===== config.mk =====
export PLATFORM = sky130hd
export DESIGN_NAME = deint_sched
export DESIGN_NICKNAME = d
export VERILOG_FILES = /design/src/rtl/deint_sched.sv
export SDC_FILE = /design/constraint.sdc
export NUM_CORES = 1
export LEC_CHECK = 0
export ABC_AREA = 1
export CORE_ASPECT_RATIO = 1.2
export CORE_MARGIN = 8
export CORE_UTILIZATION = 45
export DETAILED_ROUTE_END_ITERATION = 8
export PLACE_DENSITY_LB_ADDON = 0.12
export SLEW_MARGIN = 30
export SYNTH_ARGS = -nofsm -noshare
export SYNTH_HDL_FRONTEND = slang
export SYNTH_SLANG_ARGS = --single-unit

===== constraint.sdc =====
create_clock -name clk -period 3.2 [get_ports clk]
set_clock_uncertainty 0.1 [all_clocks]
set_input_delay 0.64 -clock clk [delete_from_list [all_inputs] [get_ports clk]]
set_output_delay 0.64 -clock clk [all_outputs]
set_load 0.05 [all_outputs]

===== src/rtl/deint_sched.sv =====
// deint_sched: receive-side symbol scheduler around the deinterleaver.
// Packs Ncbps serial coded bits into a 289-bit word, launches the
// deinterleaver, waits out its latency, captures the result and streams it
// out serially, once per OFDM symbol, for num_sym symbols per packet.
//
// Handshakes: a transfer happens on a rising edge where valid and ready are
// both high. in_ready is high only in FILL, out_valid only in DRAIN, and
// both depend only on the state register, so neither combinationally
// depends on the partner's valid/ready.
module deint_sched #(
  parameter int DEINT_LAT = 1
) (
  input  logic         clk,
  input  logic         reset,
  input  logic         start,
  input  logic [3:0]   rate,
  input  logic [11:0]  num_sym,
  input  logic         in_bit,
  input  logic         in_valid,
  output logic         in_ready,
  output logic [288:0] di_m,
  output logic [7:0]   di_ncbps,
  input  logic [288:0] di_out,
  output logic         out_bit,
  output logic         out_valid,
  input  logic         out_ready,
  output logic         busy,
  output logic         done,
  output logic         err_rate,
  output logic [1:0]   dbg_state
);

  typedef enum logic [1:0] {
    S_IDLE  = 2'd0,
    S_FILL  = 2'd1,
    S_WAIT  = 2'd2,
    S_DRAIN = 2'd3
  } state_t;

  state_t         state_q, state_d;
  logic [8:0]     ncbps_q, ncbps_d;
  logic [11:0]    nsym_q, nsym_d;
  logic [288:0]   di_m_q, di_m_d;
  logic [8:0]     bcnt_q, bcnt_d;
  logic [11:0]    scnt_q, scnt_d;
  logic [3:0]     wcnt_q, wcnt_d;
  logic [287:0]   obuf_q, obuf_d;
  logic [8:0]     ocnt_q, ocnt_d;
  logic           done_q, done_d;
  logic           err_q, err_d;
  logic [8:0]     rate_ncbps;

  // RATE code to coded bits per symbol; zero marks an illegal code.
  function automatic logic [8:0] rate_to_ncbps(input logic [3:0] r);
    case (r)
      4'b1101, 4'b1111: rate_to_ncbps = 9'd48;
      4'b0101, 4'b0111: rate_to_ncbps = 9'd96;
      4'b1001, 4'b1011: rate_to_ncbps = 9'd192;
      4'b0001, 4'b0011: rate_to_ncbps = 9'd288;
      default:          rate_to_ncbps = 9'd0;
    endcase
  endfunction

  assign rate_ncbps = rate_to_ncbps(rate);

  // Next-state, datapath and pulse generation.
  always_comb begin
    state_d = state_q;
    ncbps_d = ncbps_q;
    nsym_d  = nsym_q;
    di_m_d  = di_m_q;
    bcnt_d  = bcnt_q;
    scnt_d  = scnt_q;
    wcnt_d  = wcnt_q;
    obuf_d  = obuf_q;
    ocnt_d  = ocnt_q;
    done_d  = 1'b0;
    err_d   = 1'b0;
    case (state_q)
      S_IDLE: begin
        if (start) begin
          if (rate_ncbps == 9'd0) begin
            err_d = 1'b1;
          end else if (num_sym == 12'd0) begin
            done_d = 1'b1;
          end else begin
            ncbps_d = rate_ncbps;
            nsym_d  = num_sym;
            di_m_d  = '0;
            bcnt_d  = '0;
            scnt_d  = '0;
            state_d = S_FILL;
          end
        end
      end
      S_FILL: begin
        if (in_valid) begin
          di_m_d[bcnt_q] = in_bit;
          bcnt_d         = bcnt_q + 9'd1;
          if (bcnt_q == ncbps_q - 9'd1) begin
            wcnt_d  = 4'(DEINT_LAT);
            state_d = S_WAIT;
          end
        end
      end
      S_WAIT: begin
        if (wcnt_q == 4'd0) begin
          // Only the Ncbps meaningful bits are kept; the rest read as 0.
          for (int i = 0; i < 288; i++) begin
            obuf_d[i] = (9'(i) < ncbps_q) ? di_out[i] : 1'b0;
          end
          ocnt_d  = '0;
          state_d = S_DRAIN;
        end else begin
          wcnt_d = wcnt_q - 4'd1;
        end
      end
      S_DRAIN: begin
        if (out_ready) begin
          ocnt_d = ocnt_q + 9'd1;
          if (ocnt_q == ncbps_q - 9'd1) begin
            if (scnt_q == nsym_q - 12'd1) begin
              done_d  = 1'b1;
              state_d = S_IDLE;
            end else begin
              scnt_d  = scnt_q + 12'd1;
              di_m_d  = '0;
              bcnt_d  = '0;
              state_d = S_FILL;
            end
          end
        end
      end
      default: state_d = S_IDLE;
    endcase
  end

  // State and datapath registers with synchronous active-low reset.
  always_ff @(posedge clk) begin
    if (!reset) begin
      state_q <= S_IDLE;
      ncbps_q <= '0;
      nsym_q  <= '0;
      di_m_q  <= '0;
      bcnt_q  <= '0;
      scnt_q  <= '0;
      wcnt_q  <= '0;
      obuf_q  <= '0;
      ocnt_q  <= '0;
      done_q  <= 1'b0;
      err_q   <= 1'b0;
    end else begin
      state_q <= state_d;
      ncbps_q <= ncbps_d;
      nsym_q  <= nsym_d;
      di_m_q  <= di_m_d;
      bcnt_q  <= bcnt_d;
      scnt_q  <= scnt_d;
      wcnt_q  <= wcnt_d;
      obuf_q  <= obuf_d;
      ocnt_q  <= ocnt_d;
      done_q  <= done_d;
      err_q   <= err_d;
    end
  end

  assign in_ready  = (state_q == S_FILL);
  assign out_valid = (state_q == S_DRAIN);
  assign out_bit   = (state_q == S_DRAIN) && obuf_q[ocnt_q];
  assign busy      = (state_q != S_IDLE);
  assign done      = done_q;
  assign err_rate  = err_q;
  assign di_m      = di_m_q;
  // The port is 8 bits wide, so 288 appears as 8'h20; the rate set is
  // fixed, so the deinterleaver can still tell it apart from the others.
  assign di_ncbps  = ncbps_q[7:0];
  assign dbg_state = state_q;

endmodule


==> results.md, run 1 <==
* Top FF cell, synth: dfxtp_1
* Fin crit period at 3.530 ns
* Total gr overflow at 0
* Fillers at 6650
* Max-cap check violation count at 0
* Yosys warning total at 0
* Drt drc at 0
* Multi-input gate area at 0.01632 mm^2
* Hpwl dp at 82.53 mm
* Worst setup margin at -0.3304 ns
* Via count at 35.02k
* Final Hold Viols at 0
* Port Buffers at 609
* Worst-Margin Slew at 0.8636 ns
* Max_slew headroom at 42.43%
* Failing checks: negative setup slack
* Leak at 16.47 nW
* Status: finished with violations
* Mapped Area at 0.03235 mm^2
* Final instance area at 0.04262 mm^2
* Largest net degree at the start of global routing at 175
* Root Driver: clkbuf_16
* Reg-to-reg slack, setup at 0.17 ns
* Via/cell ratio at 5.429
* Area leader, netlist: dfxtp_1
* Starting DRT DRC Count at 3271
* Fin crit share at 110.3%
* Post-DRT Antenna Nets at 0
* Arrival @ worst endpoint at 2.79 ns
* Main area contributors after synthesis: dfxtp_1 39%, nand2_1 14%, nor2_1 10%
* Post-synth EDFFs at 0
* RSZ-0062 raised after global routing: yes
* Most common cell in the netlist: nand2_1
* Gpl congestion at 0.8490
* Avg Cell Area, Syn at 6.420 um^2
* Final-report setup violation count at 1
* Synth Register Bits at 632
* H-tree depth at 3
* Netlist cell types at 45
* Top cell type's share of synthesized area at 39.10%
* Critical-path top delay cell: dfxtp_4
* Max Buffers Root-to-Sink at 3
* Initial antenna violation count at 8
* Die width at 260.8 um
* Max FO, Critical Path at 10
* Hold_buf cts at 0
* DRT Pass-1 Iters at 7
* NumNets Final at 5790
* Critical Path Max Stage Delay at 0.37 ns
* Starting Density at 45.51%
* FF+latch area at 0.01266 mm^2
* CORE AREA at 0.07109 mm^2
* Max Fclk at 0.2833 GHz
* Area Overhead vs Synth at 31.73%
* PD cells at 648.8 mW/mm^2
* Delay-heaviest family, CP: simple AND/OR/NAND/NOR gates
* Die area at 0.08077 mm^2
* Critical path startpoint category: flop
* Chip height at 309.7 um
* Rows at 107
* First-pass GRT wire length at 190.7 mm
* Latest clock arrival within the worst-skew pair at 0.61 ns
* CTS tree: yes
* I/O pin count at 616
* Number of buffers created by CTS at 70
* Worst VDD drop at 0.5119 mV
* Tot Pwr at 27.65 mW
* Sequential share of the synthesized area at 39.10%
* Vias in the first global route at 32.58k
* Clock sinks at 632
* HP Class: in -> reg
* Reg clk slew, reported paths at 0.07 ns
* Commonest cells in the netlist: 1172 x nand2_1, 877 x nor2_1, 632 x dfxtp_1, 471 x inv_1, 454 x o21ai_0
* Synth Instances at 5040
* Critical Path, Cell by Cell: buf_12 -> inv_16 -> buf_12 -> buf_12 -> nand2_1 -> nand3_1 -> nand3_1 -> nand2_1 -> a21oi_2 -> nand2_2 -> nand3_2 -> nand2_1 -> nand2_1 -> nand2_2 -> o21ai_2 -> a21oi_2 -> buf_12
* WL per Instance at 19.52 um
* Worst setup EP type: output pin
* Critical path data required time at 2.46 ns
* Final WL at 125.9 mm
* Fin. max-slew vios at 0
* Dpl cell area at 0.03946 mm^2
* Overall Global Routing Usage at 29.67%
* Share of cells above drive strength 1 at 5.856%
* Async SR Flop Fraction at 0%
* Crit Path Class: reg -> out
* WP buf/inv at 5
[repair_timing]
action / in CTS / in global routing
gates cloned: 13 / 3
pin swaps: 30 / 27
gates resized for setup: 55 / 29
setup buffers: 8 / 4
setup endpoints to repair: 1 / 7
[worst register-to-register path, stage by stage, from the launching register on]
cell and delay, ns:
dfxtp_4 0.40, buf_12 0.14, buf_12 0.16, buf_16 0.17, ha_1 0.22, nand2_1 0.06
nor2_1 0.11, nand3_1 0.09, nor2_1 0.10, nand3_1 0.15, nand2_1 0.11, inv_2 0.05
nor2_4 0.18, buf_12 0.23, buf_12 0.23, nand4_1 0.17, o21ai_0 0.22, nor2_1 0.05
[report_power, final]
part	internal (mW)	switching [mW]	total (mW)
clock	4.89	3.41	8.30
combinational	3.68	6.76	10.4
sequential	8.58	0.346	8.92
[logic make-up after synthesis]
| group | synth area share [%] |
|---|---|
| and+or+nand+nor | 33.42 |
| other | 0.01159 |
| AOI/OAI and AO/OA | 15.01 |
| DFF | 39.10 |
| adders and majority gates | 0.5027 |
| xor gates and xnor gates | 0.8933 |
| buffers and inverters | 11.06 |
[metrics by stage]
| stage | cells | setup TNS [ns] | hold slack (ns) | util (%) | setup slack (ns) |
|---|---|---|---|---|---|
| after floorplan | 5043 | 0 | 0.3363 | - | 0.1075 |
| after detailed placement | 6293 | 0 | 0.3494 | 55.50 | 0.1235 |
| after CTS | 6436 | -0.3217 | 0.3360 | 59.71 | -0.3217 |
| after global routing | 6446 | -0.4636 | 0.3783 | 59.94 | -0.4636 |
| after global placement | 6293 | 0 | 0.3474 | 55.50 | 0.1415 |
| final | 6450 | -0.3304 | 0.3537 | 59.95 | -0.3304 |
[registers in the layout, summed over array words and instances (netlist names)]
signal / count
bcnt_q: 9
dbg_state: 2
di_m: 289
done: 1
err_rate: 1
ncbps_q: 5
nsym_q: 12
obuf_q: 288
ocnt_q: 9
scnt_q: 12
wcnt_q: 4
[layer usage]
layer  track usage [%]  share of wire (%)
met3             5.616                7.9
met1             36.19                 39
met4             13.79                4.7
met5                 0             0.0087
met2             50.30                 48
[placed cells by master (no fill, tap or decap), types with 16 or more instances in the layout]
| cell type | instances |
|---|---|
| nor3_1 | 23 |
| buf_4 | 79 |
| nand3_1 | 180 |
| a211oi_1 | 58 |
| a21oi_1 | 254 |
| a32oi_1 | 16 |
| nand4_1 | 295 |
| nand2_1 | 1152 |
| clkbuf_16 | 74 |
| nor2_1 | 872 |
| buf_12 | 53 |
| xor2_1 | 22 |
| a22oi_1 | 64 |
| clkdlybuf4s50_1 | 605 |
| nand2_2 | 21 |
| clkbuf_1 | 23 |
| o21ai_0 | 436 |
| o21ai_1 | 20 |
| dfxtp_1 | 630 |
| inv_1 | 470 |
[worst paths after layout]
path                     from     endpoint  cells past startpoint
setup / recovery    ocnt_q[0]      out_bit                     17
hold / removal          reset     di_m[44]                      3
setup reg to reg    ocnt_q[0]     di_m[73]                     17
hold reg to reg   obuf_q[154]  obuf_q[154]                      2
[final cells by class]
type | count | share of cell area, %
tap | 926 | 2.718
antenna | 8 | 0.04697
clock buffer | 107 | 4.791
inverter | 481 | 4.339
multi-input combinational | 3519 | 38.29
timing repair buffer | 762 | 19.50
clock inverter | 15 | 0.6106
sequential | 632 | 29.70
(Power assumes the default switching activity.)
==> inputs of run 2 (changes only) <==
SLEW_MARGIN = 10   (was 30)
==> results of run 2 <==
No change in the layout: final DEF, timing and power equal those of run 1.
